`config.mk`:
```
export PLATFORM = sky130hd
export DESIGN_NAME = record_byte_framer
export DESIGN_NICKNAME = d
export VERILOG_FILES = /design/src/rtl/record_byte_framer.sv
export SDC_FILE = /design/constraint.sdc
export NUM_CORES = 1
export LEC_CHECK = 0
export CAP_MARGIN = 20
export CELL_PAD_IN_SITES_DETAIL_PLACEMENT = 1
export CELL_PAD_IN_SITES_GLOBAL_PLACEMENT = 1
export CORE_AREA = 2 2 147 149
export DETAILED_ROUTE_END_ITERATION = 10
export DIE_AREA = 0 0 149 151
export PLACE_DENSITY_LB_ADDON = 0.1
export SLEW_MARGIN = 20
export SYNTH_ARGS = -nofsm -noshare
export SYNTH_HDL_FRONTEND = slang
export SYNTH_SLANG_ARGS = --single-unit
export TNS_END_PERCENT = 50
```
`constraint.sdc`:
```
create_clock -name i_clk -period 4.1 [get_ports i_clk]
set_input_delay 0.615 -clock i_clk [delete_from_list [all_inputs] [get_ports i_clk]]
set_output_delay 0.615 -clock i_clk [all_outputs]
set_load 0.005 [all_outputs]
```
`src/rtl/record_byte_framer.sv`:
```
// Drains words from a non-show-ahead record FIFO and serialises each one into a byte frame:
// SYNC, data bytes MSB-first, then an optional XOR checksum, for a byte-wide UART transmitter.
module record_byte_framer #(
  parameter int unsigned DATA_WIDTH_BYTES = 18,
  parameter logic [7:0]  SYNC_BYTE        = 8'hA5,
  parameter bit          CHECKSUM_EN      = 1'b1
) (
  input  logic                          i_clk,
  input  logic                          i_rst_n,
  input  logic                          i_enable,
  input  logic                          i_fifo_empty,
  output logic                          o_fifo_rdreq,
  input  logic [8*DATA_WIDTH_BYTES-1:0] i_fifo_q,
  output logic [7:0]                    o_tx_byte,
  output logic                          o_tx_valid,
  input  logic                          i_tx_ready,
  output logic                          o_frame_done,
  output logic                          o_busy,
  output logic [15:0]                   o_frame_count
);

  localparam int unsigned     WordW  = 8 * DATA_WIDTH_BYTES;
  localparam int unsigned     IdxW   = (DATA_WIDTH_BYTES > 1) ? $clog2(DATA_WIDTH_BYTES) : 1;
  localparam logic [IdxW-1:0] IdxTop = IdxW'(DATA_WIDTH_BYTES - 1);

  typedef enum logic [2:0] {
    StIdle,
    StRead,
    StLatch,
    StSync,
    StData,
    StCsum
  } state_e;

  state_e           r_state, w_state_d;
  logic [WordW-1:0] r_word, w_word_d, w_word_shl;
  logic [IdxW-1:0]  r_idx, w_idx_d;
  logic [7:0]       r_csum, w_csum_d;
  logic [7:0]       r_tx_byte, w_tx_byte_d;
  logic             r_tx_valid, w_tx_valid_d;
  logic             r_rdreq, w_rdreq_d;
  logic             r_done, w_done_d;
  logic             r_busy, w_busy_d;
  logic [15:0]      r_frame_count, w_frame_count_d;
  logic             w_xfer;

  assign w_xfer     = r_tx_valid && i_tx_ready;
  // The word shifts left as bytes go out, so the current byte is always the top one.
  assign w_word_shl = r_word << 8;

  always_comb begin
    w_state_d       = r_state;
    w_word_d        = r_word;
    w_idx_d         = r_idx;
    w_csum_d        = r_csum;
    w_tx_byte_d     = r_tx_byte;
    w_tx_valid_d    = r_tx_valid;
    w_rdreq_d       = 1'b0;
    w_done_d        = 1'b0;
    w_frame_count_d = r_frame_count;

    unique case (r_state)
      StIdle: begin
        if (i_enable && !i_fifo_empty) begin
          w_state_d = StRead;
          w_rdreq_d = 1'b1;
        end
      end
      StRead: begin
        w_state_d = StLatch;
      end
      StLatch: begin
        w_word_d     = i_fifo_q;
        w_csum_d     = 8'h00;
        w_idx_d      = IdxTop;
        w_tx_byte_d  = SYNC_BYTE;
        w_tx_valid_d = 1'b1;
        w_state_d    = StSync;
      end
      StSync: begin
        if (w_xfer) begin
          w_tx_byte_d = r_word[WordW-1 -: 8];
          w_state_d   = StData;
        end
      end
      StData: begin
        if (w_xfer) begin
          w_csum_d = r_csum ^ r_tx_byte;
          if (r_idx == '0) begin
            if (CHECKSUM_EN) begin
              w_tx_byte_d = w_csum_d;
              w_state_d   = StCsum;
            end else begin
              w_tx_valid_d    = 1'b0;
              w_done_d        = 1'b1;
              w_frame_count_d = r_frame_count + 16'd1;
              w_state_d       = StIdle;
            end
          end else begin
            w_idx_d     = r_idx - 1'b1;
            w_word_d    = w_word_shl;
            w_tx_byte_d = w_word_shl[WordW-1 -: 8];
          end
        end
      end
      StCsum: begin
        if (w_xfer) begin
          w_tx_valid_d    = 1'b0;
          w_done_d        = 1'b1;
          w_frame_count_d = r_frame_count + 16'd1;
          w_state_d       = StIdle;
        end
      end
      default: begin
        w_tx_valid_d = 1'b0;
        w_state_d    = StIdle;
      end
    endcase

    w_busy_d = (w_state_d != StIdle);
  end

  always_ff @(posedge i_clk or negedge i_rst_n) begin
    if (!i_rst_n) begin
      r_state       <= StIdle;
      r_word        <= '0;
      r_idx         <= '0;
      r_csum        <= 8'h00;
      r_tx_byte     <= 8'h00;
      r_tx_valid    <= 1'b0;
      r_rdreq       <= 1'b0;
      r_done        <= 1'b0;
      r_busy        <= 1'b0;
      r_frame_count <= 16'h0000;
    end else begin
      r_state       <= w_state_d;
      r_word        <= w_word_d;
      r_idx         <= w_idx_d;
      r_csum        <= w_csum_d;
      r_tx_byte     <= w_tx_byte_d;
      r_tx_valid    <= w_tx_valid_d;
      r_rdreq       <= w_rdreq_d;
      r_done        <= w_done_d;
      r_busy        <= w_busy_d;
      r_frame_count <= w_frame_count_d;
    end
  end

  assign o_fifo_rdreq  = r_rdreq;
  assign o_tx_byte     = r_tx_byte;
  assign o_tx_valid    = r_tx_valid;
  assign o_frame_done  = r_done;
  assign o_busy        = r_busy;
  assign o_frame_count = r_frame_count;

endmodule

```
# After elaboration in Yosys (flattened, before gate mapping)
# Cells that the tools add are included.
# totals
word_cells	61
out_inout_bits	28
regBits	188
inputBits	149
# op_classes
n_bitwise	2
add_sub_neg	2
muxes	24
n_eq_ne	9
reduce_logical	14
# ops
operator	n
144-bit two-way mux	2
144-bit one-hot mux with 2 select lines	1
8-bit two-way mux	4
8-bit one-hot mux with 3 select lines	1
3-bit one-hot mux with 6 select lines	1
16-bit by 1-bit adder with 16-bit output (second input constant)	1
8-bit one-hot mux with 2 select lines	1
3-bit two-way mux	5
5-bit two-way mux	2
5-bit one-hot mux with 2 select lines	1
2-bit inequality test (second input constant)	4
8-bit XOR	1
3-bit by 2-bit equality test with 1-bit output (second input constant)	2
3-bit equality test (second input constant)	2
2-bit AND reduction	3
3-bit AND reduction	2
3-bit nonzero test	2
5-bit logical NOT	1
1-bit two-way mux	5
5-bit by 1-bit subtractor with 5-bit output (second input constant)	1
4-bit OR reduction	1
3-bit by 1-bit equality test with 1-bit output (second input constant)	1
3-bit logical NOT	1
1-bit one-hot mux with 3 select lines	1
4 further kinds	5

# Longest topological paths before layout
# Gate-level depths: netlist of run 1.
# depth
ltp_word	5
mapped_depth	8
mapped_depth_nobuf	6

# Worst setup path after synthesis of run 1
# Ideal clock, no wire load.
# synth_path
path_kind	reg2reg
start	register r_idx[1]
end	register r_idx[4]
path_stages_with_launch	8
t_arrival_ps	1752
required_time_ps	3968
slack_ps	2217
n_path_buf	1
synth_period_minus_slack_ps	1883
setup_time_ps	132
cell_sequence	dfrtp_1 inv_1 ha_1 or4b_4 buf_6 a21oi_4 nor3_1 or3b_1
# synth_via
elab_chain_len	4
word_cells_on_any_way	7
classes_between	1 x add/sub; 1 x eq/ne; 3 x mux; 2 x reduce/logical
# synth_lines
item	line_no	source
from (decl)	37	logic [IdxW-1:0] r_idx, w_idx_d;
from (signal assigned)	138	r_idx <= w_idx_d;
5-bit by 1-bit subtractor with 5-bit output	100	w_idx_d = r_idx - 1'b1;
5-bit two-way mux	89	if (r_idx == '0) begin
5-bit two-way mux	87	if (w_xfer) begin
5-bit one-hot mux with 2 select lines	62	unique case (r_state)
# Parallel ways exist; a longest one is shown, timed or not. The select of a mux whose other input is x is not followed.
# A chain may end at the register's enable or synchronous reset.

# Worst setup path in the final report of run 1
# layout_path
start	register r_state[2]
end	register r_tx_byte[6], in the netlist o_tx_byte[6]
# layout_via
elab_chain_len	3
word_cells_on_any_way	8
classes_between	5 x eq/ne; 1 x mux; 2 x reduce/logical
# layout_lines
item	line_no	source
from (decl)	35	state_e r_state, w_state_d;
from (signal assigned)	125	r_state <= StIdle;
from (signal assigned)	136	r_state <= w_state_d;
3-bit by 2-bit equality test with 1-bit output or 3-bit equality test (tied branches)	62	
2-bit inequality test (no source line) or 3-bit nonzero test (tied branches)	n/a	
3-bit AND reduction (no source line)	n/a	
to (signal assigned)	140	r_tx_byte <= w_tx_byte_d;
to (decl)	39	logic [7:0] r_tx_byte, w_tx_byte_d;
# Parallel ways exist; a longest one is shown, timed or not.

==> results of run 1 <==
## sequential cells by signal (all words and copies together), names as in the netlist
name,count
o_busy,1
o_fifo_rdreq,1
o_frame_count,16
o_frame_done,1
o_tx_byte,8
o_tx_valid,1
r_csum,8
r_idx,5
r_state,3
r_word,144
## worst paths after layout
path	startpoint	end	slack, ns	cells past startpoint
min reg2reg	o_frame_count[15]	o_frame_count[15]	0.47	1
max in group asynchronous	i_rst_n	r_word[112]	2.95	2
max	r_state[2]	o_tx_byte[6]	1.28	5
min	i_rst_n	o_frame_count[13]	0.28	1
max reg2reg	r_state[2]	o_tx_byte[6]	1.28	5
min in group i_clk	o_frame_count[15]	o_frame_count[15]	0.47	1
## area by class of cell
cell class | count | area, sq um | share of cell area [%]
tap | 275 | 344 | 3.10
inverter | 89 | 334 | 3.01
sequential | 188 | 4700 | 42.4
clock inverter | 14 | 149 | 1.34
clock buffer | 18 | 439 | 3.96
timing repair buffer | 188 | 1880 | 17.0
multi-input combinational | 574 | 3240 | 29.2
## synth_stat cells, types with 2 or more instances
master / instances
a211oi_1: 5
a21oi_1: 137
a21oi_4: 2
a22o_1: 9
a22oi_1: 7
a31oi_1: 59
and3_1: 3
buf_1: 5
buf_2: 16
buf_4: 12
buf_6: 5
clkbuf_1: 29
dfrtp_1: 188
ha_1: 3
inv_1: 89
mux2_2: 2
nand2_1: 131
nand3_1: 17
nand4_1: 4
nor2_1: 19
nor2b_1: 2
nor3_1: 6
nor4_1: 2
o21ai_0: 34
o21ai_1: 4
o22a_1: 4
o22ai_1: 74
or3_1: 6
xnor2_1: 15
xor2_1: 8
## through the flow
step                std cells  power, mW
floorplan                 918       5.10
global placement         1314       5.86
detailed placement       1314       5.98
CTS                      1346       7.68
global route             1346       8.16
finish                   1346       7.61
## power by group
group / leakage, nW / switching [mW] / internal (mW)
clock network: 0.277 / 0.789 / 0.879
logic: 2.34 / 1.57 / 1.14
registers: 2.16 / 0.568 / 2.67
## cells by family after synthesis
logic type	synth area share, %
AO/OA/AOI/OAI	23.3
XOR/XNOR	2.34
adder cells (fa/ha/maj)	0.436
buffers and inverters	7.99
flip-flops	54.6
multiplexers	0.378
AND/OR/NAND/NOR	10.9
## critical path, delay by kind of cell (launching register included)
family	cells	cell delay (ns)
simple gates	1	0.51
buf+inv	1	0.64
compound gates	3	0.99
flops	1	0.54
## routing by layer
| layer | vias up | wire [um] | GRT usage (%) |
|---|---|---|---|
| met3 | 28 | 1280 | 5.93 |
| met1 | 3645 | 11000 | 29.2 |
| met4 | 0 | 393 | 5.86 |
| met5 | - | 0 | 0 |
| met2 | 147 | 11800 | 36.1 |
| li1 | 3499 | - | - |
==> impl_metrics.ini, run 1 <==
[run_status]
status = finished, final reports clean

[worst_setup_path]
crit_arrival_ns = 3.13
critPathSlowestCell = buf_4
crit_fanout = 62
startpoint_type = flop
critPathMaxStageDelay_ns = 0.64
cp_data_required_time_ns = 4.42
worstSetupPathType = flop to flop
setup.worst_path.end_class = flop
crit_chain = nor3b_4 -> buf_4 -> a22o_1 -> o21ai_0 -> o22a_1

[timing]
slew_headroom_pct = 35.0
worst_slew_pin_slew_ns = 0.976
fin_skew_ns = 0.0106
max_freq_ghz = 0.355
hold_violations = 0
holdWs_ns = 0.277
rsz0062_at_grt = no
post-route-period-util_pct = 68.7
layout_setup_ws_ns = 1.28
tns_ns = 0
finalCriticalPeriod_ns = 2.82
setup_violations = 0
drv_slew = 0

[pwr]
ir_worst_vdd_uv = 409
power_density_nw_per_um2 = 686
p_leak_nw = 4.78

[logic_synthesis]
syn_inst = 918
synth-main-ff-cell = dfrtp_1
syn-cell-area_sq_um = 8620
synth-async-reset-ratio_pct = 100
synth-seq-area-share_pct = 54.6
synth_top_area_cell = dfrtp_1
post_synth.cell_area_avg_sq_um = 9.39
ys_seq_elements = 188
synth_cell_types = 51
synth.area.top_cells = dfrtp_1, a21oi_1, nand2_1, o22ai_1, a31oi_1
yosys.area.top_type_share_pct = 54.6
yosysWarnings = 0
synth_edf_count = 0
synthesis.nets = 1070

[finish]
drive_above_1_share_pct = 5.88
nFillCells = 2398
antenna_cells = 0
area.growth.synth_to_final_pct = 28.8
nets = 1210
mostFrequentLayoutCells = dfrtp_1, clkdlybuf4s50_1, a21oi_1
final_area_sq_um = 11100
final_common_cell = dfrtp_1
final_util_pct = 53.3

[clocking]
cts_setup_buffers = 0
cts.repair.resized = 0
cts_tree = done
cts_sinks = 188
insertion_delay_ns = 0.43
root_buffer = clkbuf_16
ctsHoldBuffers = 0
cts_buffer_depth = 2
htree_levels = 4
cts_buffers = 17
clkTransAtPathRegs_ns = 0.07

[route]
dr.pass1.iters = 4
num_vias = 7319
drc = 0
drt-initial-drc-count = 410
detail-route-antenna-nets = 0
wirelength_um = 24500
drt-wirelength-per-cell_um = 18.2
via_per_inst = 5.44

[flow_run]
cap_violations = 0

[global_routing]
antenna_found_initial = 1
grt_use_total_pct = 22.1
grt_pass1_vias = 7700
grt_pass1_wl_um = 39400
grt_max_degree = 106
overflow = 0

[placed_design]
placed_cell_area_sq_um = 10500
pre_cts_slack_ns = 1.29
gp_congestion = 0.742
port_buffers = 176
dp_hpwl_um = 15600

[die]
dieArea_sq_um = 22500
fp.dieW_um = 149
io_pins = 177
rows = 53
start_util_pct = 41.4
die_h_um = 151
core_area_sq_um = 20800

[hold_path]
hp-class = input pin to asynchronous set/reset pin
No activity file was read; power rests on OpenSTA's default activity.
==> run 2, diff against run 1 <==
--- a/config.mk
+++ b/config.mk
@@ -8,9 +8,9 @@
 export CAP_MARGIN = 20
 export CELL_PAD_IN_SITES_DETAIL_PLACEMENT = 1
 export CELL_PAD_IN_SITES_GLOBAL_PLACEMENT = 1
-export CORE_AREA = 2 2 147 149
+export CORE_AREA = 2 2 160 162
 export DETAILED_ROUTE_END_ITERATION = 10
-export DIE_AREA = 0 0 149 151
+export DIE_AREA = 0 0 162 164
 export PLACE_DENSITY_LB_ADDON = 0.1
 export SLEW_MARGIN = 20
 export SYNTH_ARGS = -nofsm -noshare
==> constraint.sdc (replaced) <==
create_clock -name i_clk -period 2.55 [get_ports i_clk]
set_input_delay 0.3825 -clock i_clk [delete_from_list [all_inputs] [get_ports i_clk]]
set_output_delay 0.3825 -clock i_clk [all_outputs]
set_load 0.005 [all_outputs]
==> run 2 against run 1 <==
Effect of this change: die area up 18%; worst setup slack worse by 0.90 ns; critical path type unchanged; power up 63%; wire length up 3.0%; sequential power up 61%; clock-buffer cell count up 1; via count down 0.96%; sequential share of layout area down 0.80 points; final cell count up 5.0%; critical path depth up 2.
==> impl_metrics.ini, run 2 (synthesized netlist as in run 1, its figures left out) <==
[timing]
max_freq_ghz = 0.461
tns_ns = 0
fin_skew_ns = 0.0179
drv_slew = 0
setup_violations = 0
slew_headroom_pct = 56.6
layout_setup_ws_ns = 0.381
rsz0062_at_grt = no
post-route-period-util_pct = 85.1
worst_slew_pin_slew_ns = 0.651
hold_violations = 0
finalCriticalPeriod_ns = 2.17

[pwr]
power_density_nw_per_um2 = 1100
p_leak_nw = 4.87
p_total_mw = 12.4
ir_worst_vdd_uv = 582

[global_routing]
overflow = 0
antenna_found_initial = 2
grt_max_degree = 77
grt_pass1_wl_um = 40500
grt_use_total_pct = 19.3
grt_pass1_vias = 7442

[flow_run]
cap_violations = 0

[finish]
largest_register_ffs = 144
mostFrequentLayoutCells = dfrtp_1, clkdlybuf4s50_1, a21oi_1
final_area_sq_um = 11300
final_common_cell = dfrtp_1
drive_above_1_share_pct = 6.66
nets = 1220
top_register = r_word
area.growth.synth_to_final_pct = 31.2
nFillCells = 2873

[die]
io_pins = 177
start_util_pct = 34.7
fp.dieW_um = 162
core_area_sq_um = 24800
rows = 58
dieArea_sq_um = 26600
die_h_um = 164

[placed_design]
dp_hpwl_um = 16700
port_buffers = 176
placed_cell_area_sq_um = 10700
gp_congestion = 0.756
pre_cts_slack_ns = 0.273

[route]
drc = 0
drt-initial-drc-count = 462
dr.pass1.iters = 4
drt-wirelength-per-cell_um = 17.8
wirelength_um = 25200
via_per_inst = 5.13
detail-route-antenna-nets = 0
num_vias = 7249

[worst_setup_path]
worst-r2r-cell-count = 7
cp_data_required_time_ns = 2.91
rrSetupSlack_ns = 0.38
worstSetupPathType = flop to flop
startpoint_type = flop
r2r_start = r_idx[0]
crit_arrival_ns = 2.53
setup.worst_path.end_class = flop
reg2reg_to = r_word[59]
crit_fanout = 76

[clocking]
insertion_delay_ns = 0.44
root_buffer = clkbuf_16
clkTransAtPathRegs_ns = 0.08
cts_buffer_depth = 2
cts_buffers = 17
htree_levels = 4
cts_sinks = 188
cts_tree = done
cts_setup_buffers = 0

[hold_path]
hp-class = input pin to asynchronous set/reset pin

[run_status]
status = finished, final reports clean
==> run 2: changes by cell type in the layout (fill, tap and decap cells not counted), sizes merged, moves of 2 or more <==
cell,delta
buf,+9
clkinvlp,-4
diode,+2
inv,+3
==> run 2: per-layer routing <==
| layer | GRT usage (%) | vias up | wire [um] |
|---|---|---|---|
| met2 | 31.4 | 111 | 12300 |
| li1 | - | 3518 | - |
| met5 | 0 | - | 0 |
| met4 | 4.59 | 0 | 166 |
| met3 | 3.94 | 15 | 806 |
| met1 | 26.6 | 3605 | 11900 |
==> run 2: per-stage QoR <==
step	utilization, %	hold slack (ns)	instances
final	45.6	0.444	1413
after global placement	43.1	0.364	1378
after global routing	45.6	0.476	1413
after floorplan	-	0.0869	918
after detailed placement	43.1	0.363	1378
after CTS	45.5	0.455	1411
==> run 2: final cells by class <==
| class | instances | area, sq um | share of cell area, % |
|---|---|---|---|
| clock inverter | 13 | 141 | 1.25 |
| antenna | 2 | 5.00 | 0.0443 |
| tap | 330 | 413 | 3.65 |
| sequential | 188 | 4700 | 41.6 |
| timing repair buffer | 198 | 2020 | 17.9 |
| clock buffer | 19 | 453 | 4.01 |
| inverter | 89 | 334 | 2.95 |
| multi-input combinational | 574 | 3240 | 28.6 |
==> run 2: what timing repair did <==
action,CTS,global route
resized for setup,0,0
endpoints found under the hold margin,46,0
hold buffers,1,0
==> run 2: report_power, final <==
| part | internal, mW | switching [mW] | leakage, nW |
|---|---|---|---|
| logic | 1.95 | 2.49 | 2.42 |
| clock network | 1.37 | 1.35 | 0.295 |
| registers | 4.29 | 0.940 | 2.16 |
| total | 7.61 | 4.79 | 4.87 |
==> run 2: how the worst max path moves through the flow <==
stage | to | depth (start not counted) | startpoint | slack, ns
2_1_floorplan | r_idx[4] | 7 | r_idx[1] | 0.67
3_3_place_gp | o_frame_count[13] | 5 | i_tx_ready | 0.34
3_5_place_dp | o_frame_count[13] | 5 | i_tx_ready | 0.27
4_1_cts | r_word[59] | 7 | r_idx[0] | 0.41
5_1_grt | r_word[60] | 7 | r_idx[1] | 0.27
6_report | r_word[59] | 7 | r_idx[0] | 0.38
==> run 2: worst max-delay path, stage by stage (launching register included) <==
cell	delay [ns]
dfrtp_1	0.41
inv_1	0.10
ha_1	0.18
or4b_4	0.57
nand3_2	0.14
buf_12	0.29
o22ai_1	0.16
a21oi_1	0.16
==> run 3, diff against run 2 <==
--- a/config.mk
+++ b/config.mk
@@ -9,9 +9,10 @@
 export CELL_PAD_IN_SITES_DETAIL_PLACEMENT = 1
 export CELL_PAD_IN_SITES_GLOBAL_PLACEMENT = 1
 export CORE_AREA = 2 2 160 162
+export CTS_CLUSTER_DIAMETER = 100
 export DETAILED_ROUTE_END_ITERATION = 10
 export DIE_AREA = 0 0 162 164
-export PLACE_DENSITY_LB_ADDON = 0.1
+export PLACE_DENSITY_LB_ADDON = 0.05
 export SLEW_MARGIN = 20
 export SYNTH_ARGS = -nofsm -noshare
 export SYNTH_HDL_FRONTEND = slang
==> run 3 against run 2 <==
Effect of this change: first-iteration DRC count is 24% lower; non-clock buffer count is 1 lower; hold slack better by 0.048 ns; die area stayed put; sequential power hardly changed; largest cell class unchanged; utilization is 0.055 points higher; maximum frequency is 3.2% higher; final cell count is 0.21% lower; sequential share of layout area is 0.051 points lower; critical path depth stayed put; clock power is 4% lower; critical endpoint is now r_word[30]; via count hardly changed.
==> impl_metrics.ini, run 3 (synthesized netlist as in run 1, its figures left out) <==
[pwr]
switching_share_pct = 38.8
p_leak_nw = 4.86
pwr-share-seq_pct = 42.4
power_density_nw_per_um2 = 1090
power.switching_mw = 4.80
clkPwrFrac_pct = 21.3
combPwrFrac_pct = 36.3
internal-power_mw = 7.56
ir_worst_vdd_uv = 507
p_total_mw = 12.4

[clocking]
cts_tree = done
cts_buffer_depth = 2
ctsHoldBuffers = 1
cts_setup_buffers = 0
cts.repair.resized = 0
htree_levels = 4
root_buffer = clkbuf_16
insertion_delay_ns = 0.43
cts_buffers = 17
clkTransAtPathRegs_ns = 0.08
cts_sinks = 188

[worst_setup_path]
cpLargestDelayFamily = simple AND/OR/NAND/NOR gates
crit_chain = inv_1 -> ha_1 -> or4b_4 -> nand3_4 -> buf_12 -> o22ai_1 -> a21oi_1
critPathSlowestCell = or4b_4
crit_buf_inv = 2
startpoint_type = flop
setup.worst_path.end_class = flop
critPathMaxStageDelay_ns = 0.57
r2r_start = r_idx[0]
crit_start = r_idx[0]
worstSetupPathType = flop to flop
cp_data_required_time_ns = 2.91
crit_fanout = 74
crit_arrival_ns = 2.46

[route]
num_vias = 7254
wirelength_um = 25600
dr.pass1.iters = 6
drt-wirelength-per-cell_um = 18.1
detail-route-antenna-nets = 0
via_per_inst = 5.14
drt-initial-drc-count = 353
drc = 0

[hold_path]
hp-class = flop to flop
hp-start = o_frame_count[15]

[timing]
slew_headroom_pct = 41.9
tns_ns = 0
drv_slew = 0
worst_slew_pin_slew_ns = 0.871
fin_skew_ns = 0.0156
post-route-period-util_pct = 82.5
layout_setup_ws_ns = 0.448
holdWs_ns = 0.492
setup_violations = 0
hold_violations = 0
max_freq_ghz = 0.476
rsz0062_at_grt = no
finalCriticalPeriod_ns = 2.10

[die]
rows = 58
fp.dieW_um = 162
dieArea_sq_um = 26600
io_pins = 177
start_util_pct = 34.7
die_h_um = 164
core_area_sq_um = 24800

[finish]
mostFrequentLayoutCells = dfrtp_1, clkdlybuf4s50_1, a21oi_1
largest_register_ffs = 144
instances_no_fill = 1410
nets = 1219
top_register = r_word
antenna_cells = 0
area.growth.synth_to_final_pct = 31.4
final_common_cell = dfrtp_1
nFillCells = 2823
drive_above_1_share_pct = 6.48

[placed_design]
pre_cts_slack_ns = 0.224
gp_congestion = 0.741
port_buffers = 176
place_inst = 1377
dp_hpwl_um = 16400

[global_routing]
grt_pass1_vias = 7574
grt_max_degree = 84
grt_pass1_wl_um = 41600
overflow = 0
grt_use_total_pct = 19.7
antenna_found_initial = 1

[run_status]
status = finished, final reports clean

[flow_run]
cap_violations = 0
## run 3: power groups by stage
stage                     Clock (mW)  Combinational, mW  Sequential, mW
after detailed placement           0               4.57            5.28
after floorplan                    0               3.29            4.92
after global placement             0               4.44            5.27
after CTS                       2.73               4.59            5.25
final                           2.63               4.49            5.24
after global routing            2.86               5.08            5.41
## run 3: layer usage
| layer | vias to the layer above | share of wire, % | GRT usage [%] |
|---|---|---|---|
| li1 | 3506 | - | - |
| met1 | 3619 | 46 | 26.6 |
| met2 | 117 | 48 | 32.0 |
| met3 | 12 | 5.7 | 5.76 |
| met4 | 0 | 0.50 | 3.26 |
| met5 | - | 0 | 0 |
## run 3: metrics by stage
step / utilization [%] / area [sq um]
after floorplan: - / 8620
after global placement: 43.3 / 10700
after detailed placement: 43.3 / 10700
after CTS: 45.6 / 11300
after global routing: 45.6 / 11300
final: 45.6 / 11300
## run 3: worst paths after layout
check                                    end  cells past startpoint  slack (ns)
hold reg to reg            o_frame_count[15]                      1        0.49
max in group asynchronous         r_word[45]                      3        1.31
min in group asynchronous  o_frame_count[10]                      2        0.51
hold / removal             o_frame_count[15]                      1        0.49
setup / recovery                  r_word[30]                      7        0.45
setup reg to reg                  r_word[30]                      7        0.45
## run 3: area by class of cell
cell class	instances	area [sq um]	share of cell area (%)
Timing Repair Buffer	197	2050	18.1
Tap cell	330	413	3.65
Clock buffer	18	429	3.79
Multi-Input combinational cell	574	3240	28.6
Inverter	89	334	2.95
Clock inverter	14	146	1.29
Sequential cell	188	4700	41.6
## run 3: worst reg2reg max path, cell delays in order (launching register included)
cell	delay [ns]
dfrtp_1	0.41
inv_1	0.09
ha_1	0.17
or4b_4	0.57
nand3_4	0.15
buf_12	0.31
o22ai_1	0.19
a21oi_1	0.15
